## config.mk

```make
export PLATFORM = sky130hd
export DESIGN_NAME = instr_fetch_queue
export DESIGN_NICKNAME = d
export VERILOG_FILES = /design/src/rtl/fetch_pkg.sv /design/src/rtl/fetch_fifo.sv /design/src/rtl/instr_fetch_queue.sv
export SDC_FILE = /design/constraint.sdc
export NUM_CORES = 1
export LEC_CHECK = 0
export CORE_MARGIN = 1
export CORE_UTILIZATION = 39
export DETAILED_ROUTE_END_ITERATION = 10
export PLACE_DENSITY = 0.69
export SLEW_MARGIN = 25
export SYNTH_ARGS = -nofsm -noshare
export SYNTH_HDL_FRONTEND = slang
export SYNTH_SLANG_ARGS = --single-unit
```

## constraint.sdc

```tcl
create_clock -name clk -period 9.8 [get_ports clk]
set_input_delay 1.96 -clock clk [delete_from_list [all_inputs] [get_ports clk]]
set_output_delay 1.96 -clock clk [all_outputs]
set_load 0.005 [all_outputs]
```

## src/rtl/fetch_pkg.sv

```systemverilog
// Shared types and constants for the instruction fetch front-end.
package fetch_pkg;

    localparam int INSTR_W   = 32;
    localparam int ADDR_W    = 32;
    localparam int PC_STEP   = 4;
    localparam int PC_OFFSET = 8;

    typedef enum logic {
        FETCH,
        FLUSH
    } fetch_state_e;

    typedef struct packed {
        logic [INSTR_W-1:0] instr;
        logic [ADDR_W-1:0]  addr;
    } fq_entry_t;

endpackage

```

## src/rtl/fetch_fifo.sv

```systemverilog
// Small synchronous FIFO with occupancy count, used for both the prefetch queue and the
// issued-address tag queue. Clear takes priority over push and pop.
module fetch_fifo #(
    parameter int  DEPTH = 4,
    parameter type T     = logic [31:0]
) (
    input  logic                     clk,
    input  logic                     reset,
    input  logic                     clear,
    input  logic                     push,
    input  logic                     pop,
    input  T                         din,
    output T                         dout,
    output logic                     full,
    output logic                     empty,
    output logic [$clog2(DEPTH):0]   count
);

    localparam int PTR_W = $clog2(DEPTH);
    localparam int CNT_W = PTR_W + 1;

    T                 mem [DEPTH];
    logic [PTR_W-1:0] wr_ptr;
    logic [PTR_W-1:0] rd_ptr;
    logic             do_push;
    logic             do_pop;

    // A push into a full FIFO is accepted only when the head leaves in the same cycle.
    assign do_pop  = pop && !empty;
    assign do_push = push && (!full || do_pop);
    assign full    = (count == CNT_W'(DEPTH));
    assign empty   = (count == '0);
    assign dout    = mem[rd_ptr];

    always_ff @(posedge clk or negedge reset) begin
        if (!reset) begin
            wr_ptr <= '0;
            rd_ptr <= '0;
            count  <= '0;
        end else if (clear) begin
            wr_ptr <= '0;
            rd_ptr <= '0;
            count  <= '0;
        end else begin
            if (do_push) wr_ptr <= wr_ptr + PTR_W'(1);
            if (do_pop)  rd_ptr <= rd_ptr + PTR_W'(1);
            count <= count + CNT_W'(do_push) - CNT_W'(do_pop);
        end
    end

    always_ff @(posedge clk) begin
        if (do_push && !clear) mem[wr_ptr] <= din;
    end

endmodule

```

## src/rtl/instr_fetch_queue.sv

```systemverilog
// Fetch stage: holds the PC, issues imem reads, queues returned words for decode, and flushes on
// redirect. Define FETCH_BYPASS_EN to forward a response straight to decode when the queue is empty.
module instr_fetch_queue #(
    parameter int                DEPTH    = 4,
    parameter int                ADDR_W   = 32,
    parameter logic [ADDR_W-1:0] RESET_PC = '0
) (
    input  logic              clk,
    input  logic              reset,
    output logic              imem_req,
    output logic [ADDR_W-1:0] imem_addr,
    input  logic              imem_rdy,
    input  logic              imem_rvalid,
    input  logic [31:0]       imem_rdata,
    input  logic              redirect,
    input  logic [ADDR_W-1:0] redirect_pc,
    output logic              dec_valid,
    output logic [31:0]       dec_instr,
    output logic [ADDR_W-1:0] dec_pc8,
    input  logic              dec_ready
);

    import fetch_pkg::*;

    localparam int                CNT_W      = $clog2(DEPTH) + 1;
    localparam logic [CNT_W:0]    LIMIT      = (CNT_W + 1)'(DEPTH);
    localparam logic [ADDR_W-1:0] ALIGN_MASK = ~ADDR_W'(3);

    fetch_state_e      state;
    fetch_state_e      state_next;
    logic [ADDR_W-1:0] pc;
    logic [ADDR_W-1:0] pc_next;
    logic [CNT_W-1:0]  outstanding;
    logic [CNT_W-1:0]  outstanding_next;
    logic [CNT_W-1:0]  discard;
    logic [CNT_W-1:0]  discard_next;

    fq_entry_t         q_din;
    fq_entry_t         q_head;
    logic              q_push;
    logic              q_pop;
    logic              q_full;
    logic              q_empty;
    logic [CNT_W-1:0]  q_count;

    logic [ADDR_W-1:0] tag_head;
    logic              tag_full;
    logic              tag_empty;
    logic [CNT_W-1:0]  tag_count;

    logic              accept;
    logic              resp_keep;
    logic              resp_drop;

    // Queued words plus reads in flight never exceed DEPTH, so a kept response always has room.
    assign imem_req  = reset && (state == FETCH) && !redirect &&
                       (({1'b0, q_count} + {1'b0, outstanding}) < LIMIT);
    assign imem_addr = pc & ALIGN_MASK;
    assign accept    = imem_req && imem_rdy;
    assign resp_keep = imem_rvalid && (discard == '0);
    assign resp_drop = imem_rvalid && (discard != '0);
    assign q_din     = '{instr: imem_rdata, addr: tag_head};
    assign q_pop     = !q_empty && dec_ready && !redirect;

`ifdef FETCH_BYPASS_EN
    logic bypass;

    assign bypass    = resp_keep && !redirect && q_empty;
    assign dec_valid = !q_empty || bypass;
    assign dec_instr = bypass ? imem_rdata : (q_empty ? '0 : q_head.instr);
    assign dec_pc8   = bypass ? tag_head + ADDR_W'(PC_OFFSET) :
                       (q_empty ? '0 : q_head.addr + ADDR_W'(PC_OFFSET));
    assign q_push    = resp_keep && !(bypass && dec_ready);
`else
    assign dec_valid = !q_empty;
    assign dec_instr = q_empty ? '0 : q_head.instr;
    assign dec_pc8   = q_empty ? '0 : q_head.addr + ADDR_W'(PC_OFFSET);
    assign q_push    = resp_keep;
`endif

    // Redirect wins over everything; reads still in flight become discards.
    always_comb begin
        state_next       = state;
        pc_next          = pc;
        outstanding_next = outstanding + CNT_W'(accept) - CNT_W'(imem_rvalid);
        discard_next     = discard;
        if (redirect) begin
            pc_next      = redirect_pc & ALIGN_MASK;
            discard_next = outstanding - CNT_W'(imem_rvalid);
            state_next   = (discard_next != '0) ? FLUSH : FETCH;
        end else begin
            if (accept)    pc_next      = pc + ADDR_W'(PC_STEP);
            if (resp_drop) discard_next = discard - CNT_W'(1);
            if ((state == FLUSH) && (discard_next == '0)) state_next = FETCH;
        end
    end

    always_ff @(posedge clk or negedge reset) begin
        if (!reset) begin
            state       <= FETCH;
            pc          <= RESET_PC;
            outstanding <= '0;
            discard     <= '0;
        end else begin
            state       <= state_next;
            pc          <= pc_next;
            outstanding <= outstanding_next;
            discard     <= discard_next;
        end
    end

    fetch_fifo #(
        .DEPTH (DEPTH),
        .T     (fq_entry_t)
    ) u_queue (
        .clk   (clk),
        .reset (reset),
        .clear (redirect),
        .push  (q_push),
        .pop   (q_pop),
        .din   (q_din),
        .dout  (q_head),
        .full  (q_full),
        .empty (q_empty),
        .count (q_count)
    );

    // One tag per outstanding read, retired by every response whether kept or dropped.
    fetch_fifo #(
        .DEPTH (DEPTH),
        .T     (logic [ADDR_W-1:0])
    ) u_tags (
        .clk   (clk),
        .reset (reset),
        .clear (1'b0),
        .push  (accept),
        .pop   (imem_rvalid),
        .din   (imem_addr),
        .dout  (tag_head),
        .full  (tag_full),
        .empty (tag_empty),
        .count (tag_count)
    );

    rvalid_needs_outstanding: assert property (@(posedge clk) disable iff (!reset)
        imem_rvalid |-> (outstanding != '0));
    tags_track_outstanding: assert property (@(posedge clk) disable iff (!reset)
        tag_count == outstanding);
    tag_present_on_response: assert property (@(posedge clk) disable iff (!reset)
        imem_rvalid |-> !tag_empty);
    tag_never_overflows: assert property (@(posedge clk) disable iff (!reset)
        accept |-> (!tag_full || imem_rvalid));
    queue_never_overflows: assert property (@(posedge clk) disable iff (!reset)
        (q_push && !redirect) |-> (!q_full || q_pop));

endmodule
```

# ---- Word-level counts from Yosys, hierarchy flattened
# Memories as Yosys holds them, arrays and structs flattened.
# Index checks and enable logic that the tools add are counted.
dict set report op_classes {
  add_sub_neg 15
  order_cmp 1
  eq_ne 2
  mux 19
  bitwise_logic 1
  reduce_logical 31
}
# operator n
set ops {}
lappend ops {{32-bit 2-to-1 mux} 4}
lappend ops {{32-bit by 3-bit adder with 32-bit output, second input constant} 1}
lappend ops {{32-bit by 4-bit adder with 32-bit output, second input constant} 1}
lappend ops {{1-bit logical AND} 14}
lappend ops {{3-bit logical NOT} 4}
lappend ops {{3-bit 2-to-1 mux} 4}
lappend ops {{3-bit by 1-bit subtractor with 3-bit output} 4}
lappend ops {{3-bit by 1-bit adder with 3-bit output} 3}
lappend ops {{2-bit by 1-bit adder with 2-bit output, second input constant} 4}
lappend ops {{2-bit 2-to-1 mux} 4}
lappend ops {{2-bit nonzero test} 4}
lappend ops {{1-bit 2-to-1 mux} 7}
lappend ops {{3-bit equality test, second input constant} 2}
lappend ops {{3-bit nonzero test} 2}
lappend ops {{1-bit logical NOT} 5}
lappend ops {{3-bit by 3-bit adder with 4-bit output} 1}
lappend ops {{4-bit by 3-bit < comparator with 1-bit output, second input constant} 1}
lappend ops {{3-bit by 1-bit subtractor with 3-bit output, second input constant} 1}
lappend ops {{1-bit logical OR} 2}
lappend ops {{1-bit NOT} 1}
dict set report word_totals {
  regBits 53
  mem_bits_rw 376
  input_bits 70
  out_inout_bits 98
  memories 2
}
# memory depth word_bits read_ports rd_clocked_by_memory_dff write_ports line_no
set mem_list {}
lappend mem_list {u_queue.mem 4 64 1 0 1 fetch_fifo.sv:22} ;# T mem [DEPTH];
lappend mem_list {u_tags.mem 4 30 1 0 1 fetch_fifo.sv:22}

# ---- Longest topological paths before layout
dict set report depth {
  ltp_word 10
  ltp_mapped 12
  ltp_nobuf 11
}

# ---- By module
# A second synthesis with hierarchy kept.
dict set report hier_totals {
  hier_cells 1012
  area_unflattened_um2 18099.9
}
# module n_inst cells_per_inst area_per_inst_um2
set modules_own_cells {}
lappend modules_own_cells {{fetch_fifo (u_queue)} 1 382 9690.5}
lappend modules_own_cells {{fetch_fifo (u_tags)} 1 213 5112.4}
lappend modules_own_cells {instr_fetch_queue 1 417 3296.9}

# ---- Least setup slack after synthesis
# No wires, ideal clock.
dict set report synth_path {
  kind {reg2out}
  start {register u_queue.rd_ptr[0]}
  end {output port dec_pc8[31]}
  arrival_time_ns 2.626
  t_required_ns 7.840
  setup_slack_ns 5.214
  path_stages_with_launch 10
  n_path_buf 3
  cell_sequence {dfrtp_1 buf_6 buf_6 mux4_2 ha_1 nand4_1 or3_1 clkbuf_1 or4_1 a21oi_1}
}
dict set report synth_via {
  elab_chain_cells 3
}
# item line_no
set synth_rtl {}
lappend synth_rtl {{start: declaration} fetch_fifo.sv:24} ;# logic [PTR_W-1:0] rd_ptr;
lappend synth_rtl {{start signal: assignment} fetch_fifo.sv:46} ;# if (do_pop) rd_ptr <= rd_ptr + PTR_W'(1);
lappend synth_rtl {{memory 4 x 64 bit} n/a}
lappend synth_rtl {{32-bit by 4-bit adder with 32-bit output} instr_fetch_queue.sv:77} ;# assign dec_pc8 = q_empty ? '0 : q_head.addr + ADDR_W'(PC_OFFSET);
lappend synth_rtl {{32-bit 2-to-1 mux} instr_fetch_queue.sv:77}
lappend synth_rtl {{end: declaration} instr_fetch_queue.sv:19} ;# output logic [ADDR_W-1:0] dec_pc8,
# Every way passes these cells.

# ---- Worst setup path in the final report
# Ends and elaborated chain as after synthesis.

==> flow_summary.ini <==
[timing]
slew_headroom_pct = 32.9
finClkSkew_ns = 0.0229
final.setup.tns_ns = 0
slew_viol_final = 0
timing_worst_slew_pin_value_ns = 0.998
rsz0062_at_grt = no
period_minus_slack_ns = 6.88
period_share_pct = 70.2
hold_viol = 0
setup_viol = 0
max_freq_mhz = 145

[setup_path]
slowest_stage = buf_4
crit_path_start_kind = register
cp.required_ns = 7.84
crit_start = u_queue.rd_ptr[0]$_DFFE_PN0P_
crit_buf_inv = 2
crit_fanout = 43
endpoint_kind = output port
crit_path_cell_trace = buf_4, mux4_2, ha_1, nand4_1, or3_1, or4_1, a21oi_1, clkdlybuf4s50_1
r2r-end = u_tags.mem[2][12]$_DFFE_PP_
cp.arrival_ns = 4.92
rr_worst_depth = 7
criticalPathCategory = reg -> out
timing.rr.start = u_queue.count[2]$_DFF_PN0_
max_stage_delay_ns = 0.76
cp_top_family = simple AND/OR/NAND/NOR gates
reg2reg_slack_ns = 6.28

[clock_tree]
clock_sinks = 419
cts.clk_slew.worst_paths_ns = 0.06
clockRootBuffer = clkbuf_16
cts_buffers = 42
post_cts_buffers = 0
cts_buffer_depth = 3
cts-htree-levels = 2
cts_resized = 0
cts_tree = done
clock_latency_ns = 0.54
hold_buffers = 0

[worst_hold_path]
min_path_type = reg -> reg
holdPathStages = 1
hold_start = state$_DFFE_PN0P_
worstHoldEndpoint = state$_DFFE_PN0P_

[power]
vdd_drop_max_mv = 0.151
clkPwrFrac_pct = 30.7
p_sw_mw = 1.43
static-leakage-power_nw = 6.92
intPower_mw = 3.80
power_frac_comb_pct = 25.6
power_density_mw_per_mm2 = 249
seq_power_share_pct = 43.7
switching_share_pct = 27.4
p_total_mw = 5.23

[synth]
synth.area.top_cells = edfxtp_1, mux4_2, dfrtp_1, ha_1, and2_1
synth-edff-count = 368
ys_top_cells_by_count = edfxtp_1, mux4_2, nand2_1
async_flop_share_pct = 12.2
synth_top_area_share_pct = 63.6
syn_area_mm2 = 0.0174
ys_seq_elements = 419
syn-instance-count = 992
post-synth-top-count-cell = edfxtp_1
synthFlopType = edfxtp_1
ys_seq_area_share_pct = 70.9
synth_area_per_cell_um2 = 17.5
netlist-cell-type-count = 61
yosysTopAreaCell = edfxtp_1
synth-warning-count = 0

[placement]
dpl.hpwl_mm = 21.9
place_congestion = 0.806
placed_area_mm2 = 0.0196
port_buffers = 161

[global_route]
grt_start_max_net_pins = 63
grt_pass1_vias = 9839
grt_pass1_wl_mm = 55.7
track_usage_pct = 16.1
antenna_found_initial = 0
grt_overflow = 0

[floorplan]
start_util_pct = 39.9
dieArea_mm2 = 0.0454
die_y_um = 213
rows = 76
coreArea_mm2 = 0.0436
boundaryPins = 168
die_x_um = 213

[detailed_routing]
wirelength_mm = 36.1
avgViaCountPerCell = 5.35
vias = 9543
ant_nets = 0
drtIter0Drc = 716
avgRoutedWirePerCell_um = 20.2
firstDrtPassIters = 5
drc = 0

[cells_and_area]
final_nets = 1263
syn2layout_area_growth_pct = 20.9
design_area_mm2 = 0.0210
antenna_cells = 0
drive_gt1_share_pct = 16.1

[outcome]
status = finished clean

[run]
cap_violations = 0
through the flow:
stage	hold slack (ns)	setup WS [ns]	std cells	util [%]
finish	0.523	2.92	1784	48.3
global route	0.536	2.46	1784	48.3
CTS	0.523	2.71	1784	48.3
detailed placement	0.509	3.32	1709	45.1
global placement	0.503	3.38	1709	45.1
floorplan	0.483	5.21	995	-
flip-flops by register name (all words and copies together) (netlist names):
| register | count |
|---|---|
| u_tags.mem | 120 |
| u_queue.rd_ptr | 2 |
| u_queue.mem | 248 |
| pc | 30 |
| state | 1 |
| u_queue.count | 3 |
| outstanding | 3 |
| u_queue.wr_ptr | 2 |
| u_tags.rd_ptr | 2 |
| u_tags.wr_ptr | 2 |
| u_tags.count | 3 |
| discard | 3 |
cell families (layout without fill, tap and decap cells):
kind of cell    Yosys count  after routing  synth area share, %
compound gates           96             96                 3.79
xor+xnor                 32             32                 1.61
fa+ha+maj                25             25                 1.93
buf+inv                  76            280                 1.91
flops                   419            419                 70.9
mux                     101            101                 12.5
other cells               1              4               0.0216
simple gates            242            242                 7.34
power groups by stage:
stage,logic [mW],registers [mW],clock network [mW]
4_1_cts,1.36,2.29,1.64
6_report,1.34,2.29,1.60
5_1_grt,1.47,2.31,1.70
3_3_place_gp,1.33,2.32,0
2_1_floorplan,0.859,2.22,0
3_5_place_dp,1.36,2.33,0
metal layers:
metal | vias up | share of wire [%] | GRT usage, %
li1 | 4307 | - | -
met1 | 4824 | 43 | 21.8
met2 | 357 | 47 | 26.0
met3 | 55 | 7.8 | 3.71
met4 | 0 | 2.2 | 4.69
met5 | - | 0 | 0
how the worst max path moves through the flow:
stage | end | depth (start not counted) | slack (ns)
6_report | dec_pc8[31] | 8 | 2.92
3_5_place_dp | dec_pc8[31] | 8 | 3.32
4_1_cts | dec_pc8[31] | 8 | 2.71
3_3_place_gp | dec_pc8[31] | 8 | 3.38
5_1_grt | dec_pc8[31] | 8 | 2.46
2_1_floorplan | dec_pc8[31] | 9 | 5.21
layout make-up:
class,count,area [um^2]
tap,585,732
clock inverter,28,284
timing repair buffer,176,1710
inverter,29,109
fill,3682,22500
clock buffer,47,1090
sequential,419,12300
multi-input combinational,500,4760
placed cells by master, fill, tap and decap left out, types with 25 or more instances in the layout:
cell type	netlist	final
nor2_1	43	43
dfrtp_1	51	48
clkbuf_16	0	43
and2_1	38	34
o21ai_0	25	25
clkdlybuf4s50_1	0	159
mux4_2	90	90
nand2_1	55	55
inv_1	28	28
edfxtp_1	368	368
Power figures use the tool's default switching activity.
